## src/rtl/rom_seq_pkg.sv

```systemverilog
// Shared definitions for the ROM message sequencer.
//   - default widths for ROM address and data
//   - NUL terminator byte value
//   - FSM state encoding
package rom_seq_pkg;

  localparam int unsigned DEF_ADDR_W = 5;
  localparam int unsigned DEF_DATA_W = 8;

  localparam logic [7:0] NUL_BYTE = 8'h00;

  typedef enum logic [1:0] {
    IDLE  = 2'd0,
    FETCH = 2'd1,
    DRAIN = 2'd2,
    FIN   = 2'd3
  } state_e;

endpackage

```

## src/rtl/rom_msg_sequencer_byte_fifo.sv

```systemverilog
// Synchronous byte FIFO with a registered head output.
// Ports:
//   clk, reset        clock, asynchronous active-high reset
//   flush             empties the FIFO (takes priority over push/pop)
//   push, din         write one entry
//   pop               consume the head entry (ignored when empty)
//   count             current number of stored entries
//   head_valid        registered, high while the FIFO holds data
//   head_data         registered head entry, stable until popped
module byte_fifo
  import rom_seq_pkg::*;
#(
  parameter int unsigned DEPTH  = 4,
  parameter int unsigned DATA_W = DEF_DATA_W,
  localparam int unsigned CNT_W = $clog2(DEPTH + 1)
) (
  input  logic              clk,
  input  logic              reset,
  input  logic              flush,
  input  logic              push,
  input  logic [DATA_W-1:0] din,
  input  logic              pop,
  output logic [CNT_W-1:0]  count,
  output logic              head_valid,
  output logic [DATA_W-1:0] head_data
);

  localparam int unsigned PTR_W = $clog2(DEPTH);

  logic [DATA_W-1:0] mem [DEPTH];
  logic [PTR_W-1:0]  rd_ptr;
  logic [PTR_W-1:0]  wr_ptr;
  logic [PTR_W-1:0]  rd_ptr_n;
  logic [CNT_W-1:0]  count_after_pop;
  logic [CNT_W-1:0]  count_n;
  logic              pop_ok;
  logic              push_ok;

  // Accepted operations and next occupancy
  always_comb begin
    pop_ok          = pop && (count != '0);
    push_ok         = push && ((count != CNT_W'(DEPTH)) || pop_ok);
    rd_ptr_n        = rd_ptr + PTR_W'(pop_ok);
    count_after_pop = count - CNT_W'(pop_ok);
    count_n         = count_after_pop + CNT_W'(push_ok);
  end

  // Pointers, count and the registered head
  always_ff @(posedge clk or posedge reset) begin
    if (reset) begin
      rd_ptr     <= '0;
      wr_ptr     <= '0;
      count      <= '0;
      head_valid <= 1'b0;
      head_data  <= '0;
    end else if (flush) begin
      rd_ptr     <= '0;
      wr_ptr     <= '0;
      count      <= '0;
      head_valid <= 1'b0;
      head_data  <= '0;
    end else begin
      rd_ptr     <= rd_ptr_n;
      wr_ptr     <= wr_ptr + PTR_W'(push_ok);
      count      <= count_n;
      head_valid <= (count_n != '0);
      // An entry pushed into an empty (or just-emptied) FIFO bypasses storage
      if (count_n == '0)
        head_data <= '0;
      else if (push_ok && (count_after_pop == '0))
        head_data <= din;
      else
        head_data <= mem[rd_ptr_n];
    end
  end

  // Storage array, no reset needed
  always_ff @(posedge clk) begin
    if (push_ok && !flush)
      mem[wr_ptr] <= din;
  end

  // The credit scheme upstream must never push into a full FIFO
  a_no_overflow: assert property (@(posedge clk) disable iff (reset)
    !(push && !flush && (count == CNT_W'(DEPTH)) && !pop_ok));

endmodule

```

## src/rtl/rom_msg_sequencer.sv

```systemverilog
// ROM message sequencer: reads msg_len bytes from a synchronous text ROM
// starting at start_addr and streams them out on a valid/ready interface.
// Optional feature macro: ROM_SEQ_NUL_TERM_EN (a 0x00 byte ends the message).
// Ports:
//   clk, reset            clock, asynchronous active-high reset
//   start, start_addr,    message request (sampled in IDLE only)
//   msg_len
//   abort                 cancel the current message, no done pulse
//   busy, done            status to the system controller
//   rom_addr, rom_q       ROM interface (1-cycle latency, registered address)
//   tx_data, tx_valid,    byte stream to the transmitter
//   tx_ready
module rom_msg_sequencer
  import rom_seq_pkg::*;
#(
  parameter int unsigned ADDR_W    = DEF_ADDR_W,
  parameter int unsigned DATA_W    = DEF_DATA_W,
  parameter int unsigned BUF_DEPTH = 4
) (
  input  logic              clk,
  input  logic              reset,
  input  logic              start,
  input  logic [ADDR_W-1:0] start_addr,
  input  logic [ADDR_W:0]   msg_len,
  input  logic              abort,
  output logic              busy,
  output logic              done,
  output logic [ADDR_W-1:0] rom_addr,
  input  logic [DATA_W-1:0] rom_q,
  output logic [DATA_W-1:0] tx_data,
  output logic              tx_valid,
  input  logic              tx_ready
);

  localparam int unsigned LEN_W = ADDR_W + 1;
  localparam int unsigned CNT_W = $clog2(BUF_DEPTH + 1);
  localparam int unsigned OCC_W = CNT_W + 1;

  state_e            state_q;
  state_e            state_n;
  logic [ADDR_W-1:0] next_addr;
  logic [LEN_W-1:0]  remaining;
  logic              rd_v1;      // address on rom_addr awaiting ROM sample
  logic              rd_v2;      // rom_q holds data for an issued read
  logic [CNT_W-1:0]  fifo_count;
  logic [OCC_W-1:0]  occupancy;
  logic              credit_ok;
  logic              issue;
  logic              accept;
  logic              flush;
  logic              nul_hit;
  logic              push;
  logic              pop;

  // Buffered plus in-flight bytes must fit in the buffer
  assign occupancy = OCC_W'(fifo_count) + OCC_W'(rd_v1) + OCC_W'(rd_v2);
  assign credit_ok = (occupancy < OCC_W'(BUF_DEPTH));
  assign pop       = tx_valid && tx_ready;
  assign push      = rd_v2 && !nul_hit;

`ifdef ROM_SEQ_NUL_TERM_EN
  assign nul_hit = rd_v2 && (rom_q == DATA_W'(NUL_BYTE));
`else
  assign nul_hit = 1'b0;
`endif

  // State register
  always_ff @(posedge clk or posedge reset) begin
    if (reset)
      state_q <= IDLE;
    else
      state_q <= state_n;
  end

  // Next-state and per-cycle controls
  always_comb begin
    state_n = state_q;
    issue   = 1'b0;
    accept  = 1'b0;
    flush   = 1'b0;
    case (state_q)
      IDLE: begin
        if (!abort && start) begin
          accept  = 1'b1;
          state_n = (msg_len == '0) ? FIN : FETCH;
        end
      end
      FETCH: begin
        if (abort) begin
          flush   = 1'b1;
          state_n = IDLE;
        end else if (nul_hit) begin
          state_n = DRAIN;
        end else if (credit_ok) begin
          issue = 1'b1;
          if (remaining == LEN_W'(1))
            state_n = DRAIN;
        end
      end
      DRAIN: begin
        if (abort) begin
          flush   = 1'b1;
          state_n = IDLE;
        end else if (!rd_v1 && !rd_v2 && (fifo_count == '0)) begin
          state_n = FIN;
        end
      end
      FIN: begin
        state_n = IDLE;
      end
      default: begin
        state_n = IDLE;
      end
    endcase
  end

  // Address generation, read pipeline tracking and status outputs
  always_ff @(posedge clk or posedge reset) begin
    if (reset) begin
      next_addr <= '0;
      remaining <= '0;
      rom_addr  <= '0;
      rd_v1     <= 1'b0;
      rd_v2     <= 1'b0;
      busy      <= 1'b0;
      done      <= 1'b0;
    end else begin
      busy  <= (state_n != IDLE);
      done  <= (state_q == FIN);
      rd_v1 <= issue;
      // A NUL hit discards the read issued right after it
      rd_v2 <= rd_v1 && !nul_hit && !flush;
      if (accept) begin
        next_addr <= start_addr;
        remaining <= msg_len;
      end else if (issue) begin
        rom_addr  <= next_addr;
        next_addr <= next_addr + ADDR_W'(1);
        remaining <= remaining - LEN_W'(1);
      end
    end
  end

  byte_fifo #(
    .DEPTH  (BUF_DEPTH),
    .DATA_W (DATA_W)
  ) u_fifo (
    .clk        (clk),
    .reset      (reset),
    .flush      (flush),
    .push       (push),
    .din        (rom_q),
    .pop        (pop),
    .count      (fifo_count),
    .head_valid (tx_valid),
    .head_data  (tx_data)
  );

endmodule

```

## config.mk

```make
export PLATFORM = sky130hd
export DESIGN_NAME = rom_msg_sequencer
export DESIGN_NICKNAME = d
export VERILOG_FILES = /design/src/rtl/rom_seq_pkg.sv /design/src/rtl/rom_msg_sequencer_byte_fifo.sv /design/src/rtl/rom_msg_sequencer.sv
export SDC_FILE = /design/constraint.sdc
export NUM_CORES = 1
export LEC_CHECK = 0
export ABC_AREA = 0
export ABC_CLOCK_PERIOD_IN_PS = 3300
export CAP_MARGIN = 5
export CORE_MARGIN = 10
export CORE_UTILIZATION = 50
export DETAILED_ROUTE_END_ITERATION = 10
export GPL_ROUTABILITY_DRIVEN = 0
export PLACE_DENSITY = 0.7
export RECOVER_POWER = 100
export SLEW_MARGIN = 20
export SYNTH_ARGS = -nofsm -noshare
export SYNTH_HDL_FRONTEND = slang
export SYNTH_SLANG_ARGS = --single-unit
export TNS_END_PERCENT = 5
```

## constraint.sdc

```tcl
create_clock -name clk -period 3.3 [get_ports clk]
set_input_delay 0.66 -clock clk [delete_from_list [all_inputs] [get_ports clk]]
set_output_delay 0.66 -clock clk [all_outputs]
set_load 0.03 [all_outputs]
```

==> flow_summary.json <==
{
  "ys_warn_count": 0,
  "place_area_um2": 4010,
  "wl_per_cell_um": 15.7,
  "drc": 0,
  "worstMarginPinSlew_ps": 2100,
  "ff2ff_path_depth": 6,
  "netlist_instances": 310,
  "fin_crit_sh": 0.893,
  "die_w_um": 104,
  "drive_gt1_frac": 0.0694,
  "clkTransAtPathRegs_ps": 80,
  "grt_overflow": 0,
  "fin_skew_ps": 12.1,
  "grt_max_degree": 39,
  "cts_buffers": 9,
  "firstDrtPassIters": 4,
  "endpoint": "u_fifo.head_data[1]",
  "ys_ff_latch": 70,
  "grt_usage": 0.137,
  "cts.sinks": 70,
  "max-slew-margin-rel": -0.398,
  "drtIter0Drc": 125,
  "hold_violations": 0,
  "powerDensity_nw_per_um2": 848,
  "drv_slew": 39,
  "max_freq_mhz": 339,
  "mostFrequentLayoutCells": "49 x nor2_1, 38 x dfrtp_1, 32 x edfxtp_1, 26 x dlygate4sd3_1, 19 x inv_1",
  "dpl_worst_slack_ps": 195,
  "rsz0062_at_grt": "no",
  "fin_tns_setup_ps": 0,
  "avgSynthCellArea_um2": 11.4,
  "routed-via-count": 2469,
  "crit_path_start_kind": "primary input",
  "layout.nets": 393,
  "cts_hold_buf": 0,
  "synth_area_um2": 3520,
  "fin_ws_ps": 352,
  "final_cell_area_um2": 4120,
  "root_buffer": "clkbuf_8",
  "clockBufferDepth": 2,
  "r2r-start": "u_fifo.count[2]",
  "synth_nets": 348,
  "ioPinCount": 40,
  "routed_wl_um": 7170,
  "ant_nets": 0,
  "peakVddDrop_mv": 0.402,
  "hpwl_um": 5200,
  "antenna_cells": 0,
  "final_common_cell": "nor2_1",
  "failed_checks": "max-capacitance violations, max-slew violations",
  "clk-insertion-delay-late_ps": 340,
  "synth_edf_count": 32,
  "status": "finished with violations",
  "crit_fanout": 26,
  "fp-row-count": 30,
  "core-area_um2": 6830,
  "antenna_found_initial": 0,
  "crit_required_ps": 3540,
  "power.total_mw": 3.50,
  "crit_path_start": "tx_ready",
  "cts_setup_buffers": 0,
  "maxCapViolCount": 1,
  "synth_cell_types": 45,
  "htree_levels": 3,
  "fp.dieArea_um2": 10800,
  "reg2reg_to": "u_fifo.head_data[1]",
  "end_kind": "flip-flop",
  "synthFlopType": "dfrtp_1",
  "seq_area_frac_synth": 0.543,
  "start_util": 0.515,
  "worstPathArrival_ps": 3180,
  "leakage_nw": 1.67,
  "grt_pass1_vias": 2481,
  "die_h_um": 104,
  "vias_per_cell": 5.41,
  "hold_path_class": "reg2reg",
  "worstSetupPathType": "in2reg",
  "setup_viol": 0,
  "r2r_setup_slack_ps": 410,
  "cts_tree": "done",
  "layout_min_cycle_time_ps": 2950,
  "post_cts_resize_count": 0,
  "grt_pass1_wl_um": 12200,
  "synthToLayoutAreaGrowth_pct": 17.1,
  "synthArstFlopShare": 0.543,
  "portBuffers": 39
}
## kinds of logic after synthesis
kind of cell    Yosys count  share of synthesized area
xor+xnor                 13                     0.0323
buf+inv                  34                     0.0473
simple gates            100                      0.133
flops                    70                      0.543
fa+ha+maj                14                     0.0498
compound gates           64                      0.149
mux                      15                     0.0451
## layout make-up
cell class | count | area [um^2]
Fill cell | 603 | 2710
Clock buffer | 13 | 170
Tap cell | 96 | 120
Timing Repair Buffer | 48 | 432
Multi-Input combinational cell | 206 | 1400
Clock inverter | 3 | 16.3
Sequential cell | 70 | 1910
Inverter | 20 | 75.1
## where the power goes
group	total, mW	internal, mW	switching, mW
registers	1.36	1.16	0.204
clock network	0.641	0.336	0.305
logic	1.49	0.633	0.858
## stage by stage
step                       util  instances  hold slack [ps]
after floorplan               -        310              478
after global placement    0.587        440              471
after detailed placement  0.587        440              479
after CTS                 0.614        456              497
after global routing      0.604        456              510
final                     0.604        456              486
## worst max-delay path, cell delays in order
cell	delay [ps]
dlygate4sd3_1	550
o311ai_0	140
clkbuf_1	1000
nor2_1	80
a22o_1	230
a22o_1	260
o32ai_1	250
## per-layer routing
| metal | wire length, um | global-route usage | up-vias | part of all wire |
|---|---|---|---|---|
| met5 | 0 | 0 | - | 0 |
| met4 | 73 | 0.0507 | 0 | 0.010 |
| met3 | 535 | 0.0458 | 7 | 0.075 |
| met2 | 3190 | 0.201 | 67 | 0.44 |
| met1 | 3370 | 0.183 | 1190 | 0.47 |
| li1 | - | - | 1205 | - |
## sequential cells by signal, summed over array words and instances, names as in the netlist
| signal | count |
|---|---|
| u_fifo.rd_ptr | 2 |
| remaining | 6 |
| u_fifo.head_valid | 1 |
| state_q | 2 |
| u_fifo.mem | 32 |
| u_fifo.count | 3 |
| busy | 1 |
| rom_addr | 5 |
| u_fifo.wr_ptr | 2 |
| rd_v1 | 1 |
| u_fifo.head_data | 8 |
| next_addr | 5 |
| push | 1 |
| done | 1 |
## synth_stat cells, drive strengths merged (3+ instances only)
cell | count | area, um^2
or3 | 7 | 43.8
nor3 | 4 | 20.0
edfxtp | 32 | 961
clkbuf | 8 | 30.0
o21ai | 9 | 67.6
nand2 | 12 | 45.0
xor2 | 9 | 78.8
nor2 | 49 | 184
nand4 | 3 | 18.8
and2 | 6 | 37.5
buf | 6 | 61.3
inv | 20 | 75.1
a22o | 14 | 123
dfrtp | 38 | 951
o311ai | 8 | 87.6
xnor2 | 4 | 35.0
nand3 | 6 | 30.0
ha | 14 | 175
o32ai | 8 | 77.6
nand2b | 4 | 25.0
mux2 | 7 | 78.8
mux2i | 8 | 80.1
a21oi | 16 | 80.1
## worst min-delay path by stage
stage,start,end,slack [ps],depth (start not counted)
after floorplan,rd_v1,push,480,1
after CTS,rom_addr[3],rom_addr[3],500,1
after global placement,rom_addr[2],rom_addr[2],470,1
after detailed placement,rom_addr[3],rom_addr[3],480,1
final,rom_addr[3],rom_addr[3],490,1
after global routing,rom_addr[3],rom_addr[3],510,1
(Power assumes the default switching activity.)
